File: config.mk
export PLATFORM = sky130hd
export DESIGN_NAME = prewish_debounce_array
export DESIGN_NICKNAME = d
export VERILOG_FILES = /design/src/rtl/prewish_debounce_array.sv
export SDC_FILE = /design/constraint.sdc
export NUM_CORES = 1
export LEC_CHECK = 0
export CORE_MARGIN = 10
export CORE_UTILIZATION = 50
export CTS_CLUSTER_DIAMETER = 80
export DETAILED_ROUTE_END_ITERATION = 8
export PLACE_DENSITY = 0.64
export SLEW_MARGIN = 10
export SYNTH_ARGS = -nofsm -noshare
export SYNTH_HDL_FRONTEND = slang
export SYNTH_SLANG_ARGS = --single-unit
File: constraint.sdc
create_clock -name CLK_I -period 4.08 [get_ports CLK_I]
set_input_delay 0.612 -clock CLK_I [delete_from_list [all_inputs] [get_ports CLK_I]]
set_output_delay 0.612 -clock CLK_I [all_outputs]
set_load 0.01 [all_outputs]
File: src/rtl/prewish_debounce_array.sv
`default_nettype none
// ============================================================================
// Module      : prewish_debounce_array
// Description : Per-channel synchroniser + hold-off debouncer with a
//               strobe/ack status read port. Define PREWISH_DBNC_EDGE_EN to
//               report sticky rising-edge flags instead of debounced levels.
// Revision    : 1.0 - initial release
// ============================================================================
module prewish_debounce_array #(
    parameter int NUM_CH      = 8,
    parameter int TIME_PERIOD = 100000,
    parameter int TIME_BITS   = 17
) (
    input  logic              CLK_I,
    input  logic              RST_I,
    input  logic              STB_I,
    input  logic [7:0]        DAT_I,
    input  logic [NUM_CH-1:0] i_buttons,
    output logic              STB_O,
    output logic [7:0]        DAT_O,
    output logic              o_alive
);

    localparam logic [TIME_BITS-1:0] c_reload = TIME_BITS'(TIME_PERIOD - 1);
    localparam logic [TIME_BITS-1:0] c_one    = TIME_BITS'(1);

    localparam logic [1:0] c_idle = 2'b00;
    localparam logic [1:0] c_arm  = 2'b01;
    localparam logic [1:0] c_ack  = 2'b11;

    logic [1:0]        r_state;
    logic [1:0]        w_state_next;
    logic              w_stb_next;
    logic              w_capture;
    logic [NUM_CH-1:0] w_status;
    logic [7:0]        w_status_ext;

    for (genvar gi = 0; gi < NUM_CH; gi++) begin : g_ch
        logic                 r_sync1;
        logic                 r_sync2;
        logic                 r_deb;
        logic [TIME_BITS-1:0] r_timer;
        logic                 w_tmr_zero;

        assign w_tmr_zero = (r_timer == '0);

        always_ff @(posedge CLK_I or negedge RST_I) begin
            if (!RST_I) begin
                r_sync1 <= 1'b0;
                r_sync2 <= 1'b0;
                r_deb   <= 1'b0;
                r_timer <= '0;
            end else begin
                r_sync1 <= i_buttons[gi];
                r_sync2 <= r_sync1;
                // A debounced change and the hold-off reload happen on the same edge
                if (!w_tmr_zero) begin
                    r_timer <= r_timer - c_one;
                end else if (r_sync2 != r_deb) begin
                    r_timer <= c_reload;
                end
                if (w_tmr_zero) begin
                    r_deb <= r_sync2;
                end
            end
        end

`ifdef PREWISH_DBNC_EDGE_EN
        logic r_flag;
        logic w_rise;

        assign w_rise = w_tmr_zero & r_sync2 & ~r_deb;

        // A rise coinciding with the clearing capture wins, so no edge is lost
        always_ff @(posedge CLK_I or negedge RST_I) begin
            if (!RST_I) begin
                r_flag <= 1'b0;
            end else begin
                r_flag <= w_rise | (r_flag & ~(w_capture & DAT_I[gi]));
            end
        end

        assign w_status[gi] = r_flag;
`else
        assign w_status[gi] = r_deb;
`endif
    end

    always_comb begin
        w_status_ext               = '0;
        w_status_ext[NUM_CH-1:0]   = w_status;
    end

    always_comb begin
        w_state_next = r_state;
        w_stb_next   = 1'b0;
        w_capture    = 1'b0;
        case (r_state)
            c_idle: begin
                if (STB_I) begin
                    w_capture    = 1'b1;
                    w_state_next = c_arm;
                end
            end
            c_arm: begin
                if (!STB_I) begin
                    w_stb_next   = 1'b1;
                    w_state_next = c_ack;
                end
            end
            c_ack: begin
                w_state_next = c_idle;
            end
            default: begin
                w_state_next = c_idle;
            end
        endcase
    end

    always_ff @(posedge CLK_I or negedge RST_I) begin
        if (!RST_I) begin
            r_state <= c_idle;
            STB_O   <= 1'b0;
            DAT_O   <= 8'h00;
            o_alive <= 1'b1;
        end else begin
            r_state <= w_state_next;
            STB_O   <= w_stb_next;
            if (w_capture) begin
                DAT_O   <= w_status_ext & DAT_I;
                o_alive <= ~o_alive;
            end
        end
    end

endmodule
`default_nettype wire

==> results of run 1 <==
==> logic make-up (layout without fill, tap and decap cells) <==
logic type,count (synthesis),after routing,share of synthesized area [%]
adder cells (fa/ha/maj),16,16,2.47
flip-flops,172,172,53.1
AND/OR/NAND/NOR,354,354,24.0
AO/OA/AOI/OAI,103,103,7.85
XOR/XNOR,76,76,8.22
multiplexers,21,21,2.63
buffers and inverters,31,81,1.70
==> sequential cells by signal, indices dropped and copies added, names as in the netlist <==
register and count:
g_ch.r_timer 136, g_ch.r_sync1 8, o_alive 1, STB_O 1, g_ch.r_deb 8, r_state 2
g_ch.r_sync2 8, DAT_O 8
==> final timing paths <==
| check | startpoint | to | slack [ns] |
|---|---|---|---|
| hold / removal | RST_I | g_ch[4].r_timer[14]$_DFFE_PN0P_ | 0.26 |
| setup reg to reg | g_ch[0].r_timer[4]$_DFFE_PN0P_ | g_ch[0].r_deb$_DFFE_PN0P_ | 1.74 |
| max in group asynchronous | RST_I | o_alive$_DFFE_PN1P_ | 2.91 |
| setup / recovery | g_ch[0].r_timer[4]$_DFFE_PN0P_ | g_ch[0].r_deb$_DFFE_PN0P_ | 1.74 |
| hold reg to reg | g_ch[7].r_sync1$_DFF_PN0_ | g_ch[7].r_sync2$_DFF_PN0_ | 0.35 |
| min in group CLK_I | g_ch[7].r_sync1$_DFF_PN0_ | g_ch[7].r_sync2$_DFF_PN0_ | 0.35 |
==> where the power goes <==
part           switching [mW]  internal (mW)
Clock                   0.629           1.02
Combinational           0.807          0.771
Sequential              0.741           2.36
==> cell type report <==
cell class | count | area, um^2 | area share (%)
tap | 216 | 270 | 2.94
sequential | 172 | 4310 | 46.8
clock inverter | 8 | 145 | 1.58
inverter | 18 | 67.6 | 0.734
timing repair buffer | 31 | 304 | 3.30
clock buffer | 24 | 452 | 4.91
multi-input combinational | 570 | 3660 | 39.8
==> routing by layer <==
metal / wire [um] / up-vias / track usage (%)
met5: 0 / - / 0
met4: 229 / 0 / 5.40
met3: 480 / 21 / 3.81
met2: 7640 / 92 / 24.8
met1: 7470 / 2905 / 19.1
li1: - / 2894 / -
==> placed cells by master (no fill, tap or decap), types with 5 or more instances in the layout <==
cell | Yosys | layout
dfrtp_1 | 171 | 171
ha_1 | 16 | 16
clkbuf_16 | 0 | 17
nor3_1 | 64 | 64
clkdlybuf4s50_1 | 0 | 27
nand2_1 | 60 | 60
nor3b_1 | 5 | 5
nand4_1 | 10 | 10
or4_1 | 11 | 11
clkbuf_1 | 6 | 7
nor4b_1 | 8 | 8
xnor2_1 | 33 | 33
mux2i_1 | 19 | 19
o31ai_1 | 10 | 10
o21ai_0 | 21 | 21
nor4_1 | 40 | 40
inv_1 | 18 | 18
nand4b_1 | 5 | 5
nor2b_1 | 5 | 5
nand3_1 | 19 | 19
or3_1 | 15 | 15
nand2b_1 | 8 | 8
and3_1 | 5 | 5
a211oi_1 | 13 | 13
a21oi_1 | 36 | 36
xor2_1 | 43 | 43
nor2_1 | 69 | 69
or2_2 | 5 | 5
==> metrics by stage <==
step	setup WS, ns	hold WS [ns]	instances
floorplan	2.01	0.316	773
global placement	1.83	0.334	1007
detailed placement	1.75	0.336	1007
CTS	1.76	0.302	1039
global route	1.48	0.330	1039
finish	1.74	0.257	1039
==> impl_metrics.yaml, run 1 <==
worst_setup_path:
  critPathLaunchType: "flop"
  slowest_delay_ns: 0.64
  path_max_fanout: 12
  path_depth: 4
  path_cells: "nor4_1 -> nand4_1 -> nor2_1 -> mux2_2"
  cp_num_buf_inv: 0
  crit_slowest_cell: "nor2_1"
  critPathKind: "reg2reg"
  critPathTopFamily: "simple AND/OR/NAND/NOR gates"
  required_ns: 4.39
  worstPathArrival_ns: 2.65
  reg2reg_depth: 4
  crit_path_end_kind: "flop"
placed_design:
  dp_hpwl_mm: 11.0
  io_buffers: 28
  routabilityCongestion: 0.850
  place_area_mm2: 0.00861
floorplanning:
  coreArea_mm2: 0.0159
  placementRows: 46
  io_pins: 29
  die_area_mm2: 0.0217
  die_h_um: 147
  die_w_um: 147
  start_util_pct: 51.0
yosys:
  netlist_instances: 773
  ys_warn_count: 0
  synthTopCellsByCount: "dfrtp_1 (171), nor2_1 (69), nor3_1 (64), nand2_1 (60), xor2_1 (43)"
  synth_most_common_cell: "dfrtp_1"
  avgSynthCellArea_um2: 10.5
  synth_area_mm2: 0.00810
  synth_seq_cells: 172
  syn-num-nets: 808
  synthFlopType: "dfrtp_1"
  synth_largest_area_cell: "dfrtp_1"
  synthArstFlopShare_pct: 100
  synth_top_area_share_pct: 52.8
  post_synth_num_cell_types: 61
  synthTopCellsByArea: "dfrtp_1 (53%), xor2_1 (4.6%), nor3_1 (4.0%), xnor2_1 (3.6%), nor2_1 (3.2%)"
  synth_edf_count: 0
  yosysSeqAreaShare_pct: 53.1
sta:
  worstMarginPinSlew_ns: 0.846
  rsz0062_at_grt: "false"
  relSlewSlack_pct: 43.4
  hold_violations: 0
  fmax_ghz: 0.427
  setup_viol: 0
  post-route-period-util_pct: 57.3
  fin_crit_ns: 2.34
  clock_skew_ns: 0.00594
  slew_viol_final: 0
  tns_ns: 0
route:
  route.detailed.drc: 0
  wirelength_mm: 15.8
  first_iter_violations: 272
  viasPerCell: 5.69
  ant_nets: 0
  firstDrtPassIters: 7
  wl_per_cell_um: 15.2
  vias: 5912
global_route:
  antenna_found_initial: 0
  grt_max_degree: 93
  first_global_vias: 5998
  overflow: 0
  grt_pass1_wl_mm: 27.6
  grt_usage_pct: 15.2
flow_run:
  cap_viol_max_count: 0
clock_tree:
  cts-root-buf: "clkbuf_16"
  clk_pin_slew_ns: 0.06
  clock_latency_ns: 0.42
  cts.sinks: 172
  numCtsBuffers: 17
  hold_buffers: 0
  cts-htree-levels: 4
  clock_path_buffers: 2
  cts_resized: 0
  cts_setup_buffers: 0
  cts_tree: "done"
finish:
  drive_above_1_share_pct: 6.56
  fin_nets: 845
  fill_cells: 1359
  final_cell_area_mm2: 0.00920
  utilization_pct: 57.9
  syn_to_final_growth_pct: 13.6
  diodes: 0
outcome:
  status: "finished clean"
pwr:
  powerDensity_mw_per_mm2: 688
  ir_worst_vdd_uv: 389
  power.total_mw: 6.33
  power_leakage_nw: 3.83
worst_hold_path:
  hp-class: "in2async"
Power figures use the tool's default switching activity.
==> inputs of run 2 (changes only) <==
--- a/config.mk
+++ b/config.mk
@@ -9,7 +9,7 @@
 export CORE_UTILIZATION = 50
 export CTS_CLUSTER_DIAMETER = 80
 export DETAILED_ROUTE_END_ITERATION = 8
-export PLACE_DENSITY = 0.64
+export PLACE_DENSITY = 0.67
 export SLEW_MARGIN = 10
 export SYNTH_ARGS = -nofsm -noshare
 export SYNTH_HDL_FRONTEND = slang
==> constraint.sdc (replaced) <==
create_clock -name CLK_I -period 2.1 [get_ports CLK_I]
set_input_delay 0.315 -clock CLK_I [delete_from_list [all_inputs] [get_ports CLK_I]]
set_output_delay 0.315 -clock CLK_I [all_outputs]
set_load 0.01 [all_outputs]
==> run 2 against run 1 <==
Utilization increased by 3.8 points; sequential cell count unchanged; sequential share of layout area fell by 2.9 points; register-to-register slack got worse by 1.7 ns; critical path type unchanged.
==> impl_metrics.yaml, run 2 (synthesis results as in run 1) <==
pwr:
  comb_power_share_pct: 27.3
  switching_share_pct: 34.9
  p_switching_mw: 4.49
  ir_worst_vdd_uv: 672
  clkPwrFrac_pct: 25.6
  power_leakage_nw: 4.16
  seqPwrFrac_pct: 47.1
  powerDensity_mw_per_mm2: 1310
  internal-power_mw: 8.35
flow_run:
  cap_viol_max_count: 0
sta:
  clock_skew_ns: 0.00538
  slew_viol_final: 0
  layout_setup_ws_ns: 0.0847
  fmax_ghz: 0.496
  relSlewSlack_pct: 62.3
  hold_ws_ns: 0.323
  hold_violations: 0
  fin_crit_ns: 2.02
  setup_viol: 0
  worstMarginPinSlew_ns: 0.561
  post-route-period-util_pct: 96.0
clock_tree:
  cts-htree-levels: 4
  cts-root-buf: "clkbuf_16"
  clock_path_buffers: 2
  cts.sinks: 172
  cts_tree: "done"
  clock_latency_ns: 0.43
  clk_pin_slew_ns: 0.06
  numCtsBuffers: 17
placed_design:
  routabilityCongestion: 0.898
  pre_cts_slack_ns: -0.137
  dp_hpwl_mm: 11.7
  io_buffers: 28
worst_hold_path:
  hp-class: "in2reg"
  hp-start: "i_buttons[1]"
  worstHoldPathCells: 1
  min_to: "g_ch[1].r_sync1$_DFF_PN0_"
finish:
  layout_common_cells: "dfrtp_1 (171), nor2_1 (68), nor3_1 (60)"
  syn_to_final_growth_pct: 21.0
  regMostFlops: "g_ch.r_timer"
  drive_above_1_share_pct: 15.4
  utilization_pct: 61.7
  largest_reg_flops: 136
  fin_nets: 901
  diodes: 0
  final_common_cell: "dfrtp_1"
worst_setup_path:
  worstPathArrival_ns: 2.33
  critPathKind: "reg2reg"
  cp_num_buf_inv: 0
  reg2reg_depth: 5
  critPathLaunchType: "flop"
  reg2reg_to: "g_ch[7].r_timer[16]$_DFFE_PN0P_"
  slowest_delay_ns: 0.59
  timing.rr.start: "g_ch[7].r_timer[11]$_DFFE_PN0P_"
  crit_path_end_kind: "flop"
  critPathTopFamily: "simple AND/OR/NAND/NOR gates"
  path_max_fanout: 5
  required_ns: 2.42
  crit_slowest_cell: "or4_4"
  path_cells: "or4_4 -> nor4b_2 -> nand3_1 -> nor2_2 -> and3b_1"
  path_depth: 5
  r2r_slack_ns: 0.08
route:
  firstDrtPassIters: 4
  viasPerCell: 5.57
  first_iter_violations: 318
  wirelength_mm: 16.4
  wl_per_cell_um: 15.0
  route.detailed.drc: 0
  vias: 6098
  ant_nets: 0
global_route:
  first_global_vias: 6352
  grt_pass1_wl_mm: 28.9
  grt_usage_pct: 15.7
  grt_max_degree: 52
  overflow: 0
  antenna_found_initial: 0
floorplanning:
  placementRows: 46
  coreArea_mm2: 0.0159
  die_area_mm2: 0.0217
  start_util_pct: 51.0
  die_h_um: 147
  die_w_um: 147
  io_pins: 29
outcome:
  status: "finished clean"
[run 2: worst max-delay path by stage]
stage | from | to | slack [ns]
floorplan | g_ch[1].r_timer[0]$_DFFE_PN0P_ | g_ch[1].r_timer[3]$_DFFE_PN0P_ | 0.03
detailed placement | g_ch[1].r_timer[0]$_DFFE_PN0P_ | g_ch[1].r_timer[3]$_DFFE_PN0P_ | -0.14
global placement | g_ch[1].r_timer[0]$_DFFE_PN0P_ | g_ch[1].r_timer[3]$_DFFE_PN0P_ | 0.08
CTS | g_ch[2].r_timer[3]$_DFFE_PN0P_ | g_ch[2].r_timer[15]$_DFFE_PN0P_ | 0.03
global route | g_ch[3].r_timer[1]$_DFFE_PN0P_ | g_ch[3].r_timer[4]$_DFFE_PN0P_ | -0.002
finish | g_ch[7].r_timer[11]$_DFFE_PN0P_ | g_ch[7].r_timer[16]$_DFFE_PN0P_ | 0.08
[run 2: timing repair]
action | CTS | global route
endpoints found under the hold margin | 42 | 0
pin swaps | 0 | 5
hold buffers | 1 | 0
gates resized for setup | 2 | 22
endpoints found under the setup margin | 3 | 39
setup buffers | 0 | 1
[run 2: metrics by stage]
stage / cell area, um^2 / setup TNS [ns] / instances / total power [mW]
floorplan: 8100 / 0 / 773 / 8.11
global placement: 9040 / 0 / 1061 / 9.17
detailed placement: 9040 / -0.138 / 1061 / 9.42
CTS: 9680 / 0 / 1093 / 12.8
global route: 9800 / -0.00213 / 1094 / 13.8
finish: 9800 / 0 / 1094 / 12.8
[run 2: layer usage]
layer / vias to the layer above / global-route usage, % / share of wire (%)
met5: - / 0 / 0
met4: 0 / 6.79 / 1.9
met3: 27 / 3.90 / 3.3
met2: 76 / 26.0 / 50
met1: 3013 / 19.1 / 45
li1: 2982 / - / -
[run 2: final cells by class]
class	count	area [um^2]
Sequential cell	172	4310
Tap cell	216	270
Inverter	18	67.6
Fill cell	1323	6080
Multi-Input combinational cell	570	3790
Clock inverter	14	195
Clock buffer	17	425
Timing Repair Buffer	87	752
[run 2: power by group through the flow]
stage | Combinational (mW) | Sequential (mW) | Clock (mW)
after CTS | 3.48 | 5.95 | 3.37
after global placement | 3.28 | 5.89 | 0
final | 3.51 | 6.04 | 3.29
after floorplan | 2.43 | 5.68 | 0
after global routing | 3.98 | 6.27 | 3.53
after detailed placement | 3.46 | 5.97 | 0
[run 2: worst register-to-register path: stages (launching register included)]
cell and delay, ns:
dfrtp_1 0.41, or4_4 0.59, nor4b_2 0.36, nand3_1 0.18
nor2_2 0.18, and3b_1 0.20
==> inputs of run 3 (changes only) <==
--- a/config.mk
+++ b/config.mk
@@ -8,6 +8,7 @@
 export CORE_MARGIN = 10
 export CORE_UTILIZATION = 50
 export CTS_CLUSTER_DIAMETER = 80
+export CTS_CLUSTER_SIZE = 8
 export DETAILED_ROUTE_END_ITERATION = 8
 export PLACE_DENSITY = 0.67
 export SLEW_MARGIN = 10
==> results of run 3 <==
Same layout as run 2: the final DEF is identical, and so are final timing and power.
